[src/rtl/serdes_lane_array.sv]
// Multi-lane DDR5 DQ serialiser/deserialiser with a valid/ready write handshake,
// back-to-back streaming, selectable bit order and an enforced bus-turnaround gap.
module serdes_lane_array #(
  parameter int WIDTH     = 8,
  parameter int NUM_LANES = 4,
  parameter bit MSB_FIRST = 1'b1,
  parameter int TURN_CYC  = 2
) (
  input  logic                           mem_clk,
  input  logic                           rst,
  input  logic                           en,
  input  logic                           dir,
  input  logic [NUM_LANES*WIDTH-1:0]     tx_data,
  input  logic                           tx_valid,
  output logic                           tx_ready,
  output logic [NUM_LANES-1:0]           dq_out,
  output logic                           dq_oe,
  input  logic [NUM_LANES-1:0]           dq_in,
  output logic [NUM_LANES*WIDTH-1:0]     rx_data,
  output logic                           rx_valid,
  output logic                           busy
);

  localparam int CW = (WIDTH > 1) ? $clog2(WIDTH) : 1;
  localparam int TW = $clog2(TURN_CYC + 1);
  localparam logic [CW-1:0] CNT_LAST  = CW'(WIDTH - 1);
  localparam logic [TW-1:0] TURN_LAST = TW'(TURN_CYC - 1);

  typedef enum logic [1:0] {IDLE, TX, RX, TURN} state_e;

  state_e state_q, state_d;
  logic [CW-1:0] bitCnt_q, bitCnt_d;
  logic [TW-1:0] turnCnt_q, turnCnt_d;
  logic lastDir_q, lastDir_d;
  logic lastDirValid_q, lastDirValid_d;
  logic rxValid_q, rxValid_d;
  logic [NUM_LANES-1:0][WIDTH-1:0] txSh_q, txSh_d;
  logic [NUM_LANES-1:0][WIDTH-1:0] rxSh_q, rxSh_d;
  logic [NUM_LANES-1:0][WIDTH-1:0] rxData_q, rxData_d;
  logic [NUM_LANES-1:0][WIDTH-1:0] txWords, rxNext;
  logic lastBit, accept, needTurnTx, needTurnRx;

  assign txWords    = tx_data;
  assign lastBit    = (bitCnt_q == CNT_LAST);
  // A direction change against the last completed word must pass through TURN first.
  assign needTurnTx = lastDirValid_q & ~lastDir_q;
  assign needTurnRx = lastDirValid_q & lastDir_q;

  assign tx_ready = ~rst & en & dir &
                    (((state_q == IDLE) & ~needTurnTx) | ((state_q == TX) & lastBit));
  assign accept   = tx_valid & tx_ready;

  assign dq_oe    = (state_q == TX);
  assign busy     = (state_q != IDLE);
  assign rx_data  = rxData_q;
  assign rx_valid = rxValid_q;

  always_comb begin
    dq_out = '0;
    rxNext = '0;
    for (int i = 0; i < NUM_LANES; i++) begin
      if (MSB_FIRST) begin
        rxNext[i] = {rxSh_q[i][WIDTH-2:0], dq_in[i]};
        if (state_q == TX) dq_out[i] = txSh_q[i][WIDTH-1];
      end else begin
        rxNext[i] = {dq_in[i], rxSh_q[i][WIDTH-1:1]};
        if (state_q == TX) dq_out[i] = txSh_q[i][0];
      end
    end
  end

  always_comb begin
    state_d        = state_q;
    bitCnt_d       = bitCnt_q;
    turnCnt_d      = turnCnt_q;
    lastDir_d      = lastDir_q;
    lastDirValid_d = lastDirValid_q;
    txSh_d         = txSh_q;
    rxSh_d         = rxSh_q;
    rxData_d       = rxData_q;
    rxValid_d      = 1'b0;

    case (state_q)
      IDLE: begin
        bitCnt_d  = '0;
        turnCnt_d = '0;
        if (en) begin
          if (dir) begin
            if (needTurnTx) begin
              state_d = TURN;
            end else if (accept) begin
              state_d = TX;
              txSh_d  = txWords;
            end
          end else begin
            state_d = needTurnRx ? TURN : RX;
          end
        end
      end

      TX: begin
        if (lastBit) begin
          bitCnt_d       = '0;
          lastDir_d      = 1'b1;
          lastDirValid_d = 1'b1;
          if (accept) begin
            txSh_d = txWords;
          end else if (en & ~dir) begin
            state_d = TURN;
          end else begin
            state_d = IDLE;
          end
        end else begin
          bitCnt_d = bitCnt_q + CW'(1);
          for (int i = 0; i < NUM_LANES; i++) begin
            if (MSB_FIRST) txSh_d[i] = {txSh_q[i][WIDTH-2:0], 1'b0};
            else           txSh_d[i] = {1'b0, txSh_q[i][WIDTH-1:1]};
          end
        end
      end

      RX: begin
        rxSh_d = rxNext;
        if (lastBit) begin
          bitCnt_d       = '0;
          rxData_d       = rxNext;
          rxValid_d      = 1'b1;
          lastDir_d      = 1'b0;
          lastDirValid_d = 1'b1;
          if (en & ~dir)     state_d = RX;
          else if (en & dir) state_d = TURN;
          else               state_d = IDLE;
        end else begin
          bitCnt_d = bitCnt_q + CW'(1);
        end
      end

      TURN: begin
        bitCnt_d = '0;
        // Leaving TURN forgets the history so the new direction starts without another gap.
        if (turnCnt_q == TURN_LAST) begin
          state_d        = IDLE;
          turnCnt_d      = '0;
          lastDirValid_d = 1'b0;
        end else begin
          turnCnt_d = turnCnt_q + TW'(1);
        end
      end

      default: state_d = IDLE;
    endcase
  end

  always_ff @(posedge mem_clk) begin
    if (rst) begin
      state_q        <= IDLE;
      bitCnt_q       <= '0;
      turnCnt_q      <= '0;
      lastDir_q      <= 1'b0;
      lastDirValid_q <= 1'b0;
      rxValid_q      <= 1'b0;
      txSh_q         <= '0;
      rxSh_q         <= '0;
      rxData_q       <= '0;
    end else begin
      state_q        <= state_d;
      bitCnt_q       <= bitCnt_d;
      turnCnt_q      <= turnCnt_d;
      lastDir_q      <= lastDir_d;
      lastDirValid_q <= lastDirValid_d;
      rxValid_q      <= rxValid_d;
      txSh_q         <= txSh_d;
      rxSh_q         <= rxSh_d;
      rxData_q       <= rxData_d;
    end
  end

endmodule

[config.mk]
export PLATFORM = sky130hd
export DESIGN_NAME = serdes_lane_array
export DESIGN_NICKNAME = d
export VERILOG_FILES = /design/src/rtl/serdes_lane_array.sv
export SDC_FILE = /design/constraint.sdc
export NUM_CORES = 1
export LEC_CHECK = 0
export BUFFER_PORTS_ARGS = -buffer_cell sky130_fd_sc_hd__clkbuf_2
export CAP_MARGIN = 20
export CORE_MARGIN = 1.5
export CORE_UTILIZATION = 45
export CTS_BUF_LIST = sky130_fd_sc_hd__clkbuf_8
export CTS_CLUSTER_SIZE = 28
export DETAILED_ROUTE_END_ITERATION = 8
export PLACE_DENSITY = 0.7
export SETUP_SLACK_MARGIN = 0.05
export SYNTH_ARGS = -nofsm -noshare
export SYNTH_HDL_FRONTEND = slang
export SYNTH_SLANG_ARGS = --single-unit
[constraint.sdc]
create_clock -name mem_clk -period 1.6 [get_ports mem_clk]
set_input_delay 0.08 -clock mem_clk [delete_from_list [all_inputs] [get_ports mem_clk]]
set_output_delay 0.08 -clock mem_clk [all_outputs]
set_load 0.01 [all_outputs]
==> out/results.tsv <==
stage	metric	value	unit
run_status	result of the run	finished with violations	
run_status	failing checks	negative setup slack	
cells_and_area	Fill cells	662	
floorplanning	Initial Utilization	0.467	
routing	DRT Pass-1 Iters	4	
yosys	FF+latch count, synth	102	
setup_path	Max stage delay on crit path	0.42	ns
cells_and_area	multi-input logic area	2170	um2
routing	vias	3506	
cells_and_area	design area	5860	um2
hold_path	worst hold path class	in -> reg	
power	P per Cell Area	1230	nW/um2
routing	initial DRC count	151	
routing	Vias/cell	5.50	
power	switch share	0.354	
global_routing	vias in the first global route	3328	
flow_run	MaxCap Viol Count	0	
yosys	Cells after Synth	392	
setup_path	Critical Path Sink Type	flop	
cells_and_area	fraction of layout cells with a size suffix above 1	0.401	
sta	max-slew violations	0	
floorplanning	DIE WIDTH	98.4	um
setup_path	cells along the critical path	inv_4 > ha_4 > nor2_1 > a2111o_1 > buf_6 > o32ai_1 > nor3_1	
yosys	synthesized net count	440	
clock_tree	CTS sink count	102	
yosys	asr flop ratio synth	0	
global_routing	largest net degree at the start of global routing	43	
power	switching power total	2.56	mW
setup_path	CP required	1.87	ns
yosys	proportion of netlist area held by the largest area contributor	0.499	
sta	final-report setup violation count	17	
setup_path	CP Depth	7	
routing	WL final	10400	um
yosys	top post-synthesis cells by area	dfxtp_1, mux2i_1, a22o_1	
power	clock share of power	0.247	
power	internal power	4.66	mW
sta	fin crit share	1.02	
yosys	post-synthesis cell area	4090	um2
sta	Fmax achieved	614	MHz
setup_path	Worst Setup Start Kind	flop	
power	combinational fraction of design power	0.363	
sta	Final Hold Slack	0.0133	ns
yosys	register area share after synthesis	0.499	
setup_path	Worst R2R Path Depth	7	
yosys	Synth area leader	dfxtp_1	
placed_design	buffers added on ports	80	
routing	post-route ant nets	0	
yosys	Avg Cell Area, Syn	10.4	um2
placed_design	Area after DPL	4960	um2
sta	Hold Violations, Final	0	
placed_design	GP Congestion	0.833	
floorplanning	# rows	34	
setup_path	Crit path max-delay family	compound AO/OA/AOI/OAI gates	
floorplanning	Core ar.	8760	um2
clock_tree	CTS tree	built	
yosys	ys flop type	dfxtp_1	
routing	Residual DRC	0	
setup_path	Buffers & Inverters on Critical Path	2	
clock_tree	H-Tree Depth	3	
yosys	count leader, synth	dfxtp_1	
setup_path	critical path type	reg -> reg	
yosys	EDFF count, synth	0	
global_routing	initial antenna violation count	0	
yosys	leading cell types by count after synthesis	dfxtp_1, a21oi_1, a22o_1, nor2_1, mux2i_1	
power	peak supply drop	0.717	mV
setup_path	Arrival @ worst endpoint	1.90	ns
yosys	Unique masters post-synth	46	
floorplanning	DIE AREA	9680	um2
sta	RSZ-0062 raised after global routing	yes	
sta	slew margin rel.	0.664	
yosys	YS warnings	0	
power	Pleak	2.32	nW
placed_design	Final HPWL DP	6080	um
cells_and_area	nets	572	
setup_path	CP max-delay cell	a2111o_1	
sta	worst-margin pin slew	0.504	ns
floorplanning	chip height	98.4	um
floorplanning	I/O pins	81	
clock_tree	CTS Buf Count	9	
clock_tree	Worst-path clk slew	0.12	ns
clock_tree	Skew-Pair Late Insertion Delay	0.39	ns
cells_and_area	n_diodes	0	
cells_and_area	Register Area	2050	um2
sta	Fin Clk Skew	0.0206	ns
global_routing	Total GRT Usage	0.205	
hold_path	WHS Path Cells	3	
clock_tree	Clock Tree Buf Depth	2	
routing	drt wl/cell	16.3	um
power	Reg power frac	0.389	
clock_tree	Root Driver	clkbuf_8	
power	Pwr Total	7.22	mW
sta	Tmin final	1.63	ns
global_routing	gr ovfl total	0	
cells_and_area	Area Overhead vs Synth	43.0	%
global_routing	first-pass GRT wire length	16200	um
setup_path	worst-path fanout max	16	
sta	Final WS setup	-0.0276	ns
[sequential cells by signal (all words and copies together), names as in the netlist]
name and count:
state_q 2, lastDir_q 1, bitCnt_q 3, turnCnt_q 2
rx_data 32, rx_valid 1, txSh_q 32, lastDirValid_q 1
rxNext 28
[worst paths after layout]
| check | start | to | slack [ns] |
|---|---|---|---|
| setup / recovery | state_q[1]$_SDFFE_PP0P_ | txSh_q[30]$_SDFFE_PP0P_ | -0.03 |
| hold / removal | tx_data[31] | txSh_q[31]$_SDFFE_PP0P_ | 0.01 |
| setup reg to reg | state_q[1]$_SDFFE_PP0P_ | txSh_q[30]$_SDFFE_PP0P_ | -0.03 |
| hold reg to reg | bitCnt_q[0]$_SDFF_PP0_ | bitCnt_q[0]$_SDFF_PP0_ | 0.44 |
[area by class of cell]
| type | count | area share |
|---|---|---|
| clock buffers | 9 | 0.0212 |
| clock inverters | 7 | 0.0177 |
| inverters | 9 | 0.00705 |
| multi-input cells | 249 | 0.371 |
| flip-flops and latches | 102 | 0.350 |
| well taps | 108 | 0.0231 |
| repair buffers | 153 | 0.210 |
[metal layers]
layer | GRT usage | wire length [um] | vias to the layer above
met5 | 0 | 0 | -
met2 | 0.342 | 5230 | 80
li1 | - | - | 1718
met4 | 0.0845 | 199 | 0
met1 | 0.259 | 4540 | 1692
met3 | 0.0408 | 419 | 16
[power groups by stage]
stage                     registers (mW)  logic [mW]  clock network [mW]
final                               2.81        2.62                1.79
after detailed placement            2.86        2.15                   0
after CTS                           2.81        2.45                1.83
after global routing                2.83        2.82                1.92
after global placement              2.85        2.12                   0
after floorplan                     2.83        1.54                   0
[layout by cell type (no fill, tap or decap), drive strengths merged, types with 13 or more instances in the layout]
master	n
buf	43
o32ai	26
dlygate4sd3	27
clkbuf	92
inv	13
a22o	32
nor2	32
a21oi	35
nor3	25
mux2i	31
dfxtp	102
[through the flow]
stage               cells  setup TNS [ns]   util  worst slack, ns
finish                637          -0.214  0.668          -0.0276
global route          637           -2.61  0.668           -0.102
CTS                   627         -0.0862  0.643          -0.0203
detailed placement    576          -0.106  0.566          -0.0192
global placement      576               0  0.566          0.00444
floorplan             392               0      -          0.00351
[kinds of logic (layout without fill, tap and decap cells)]
kind of cell	count (synthesis)	after routing	synth area share
flops	102	102	0.499
mux	33	33	0.0813
fa+ha+maj	7	7	0.0214
simple gates	93	93	0.130
buf+inv	41	178	0.0501
compound gates	116	116	0.218
[tightest hold or removal path, cell delays in order]
cell	delay (ns)
clkbuf_2	0.09
o32ai_2	0.13
nor3_2	0.06
[repair_timing]
action,4_1_cts,5_1_grt
gates cloned,1,4
setup endpoints to repair,35,46
buffers inserted,7,6
resized for setup,20,20
pin swaps,4,11
hold endpoints to repair,31,0
hold buffers,27,0
(Power assumes the default switching activity.)
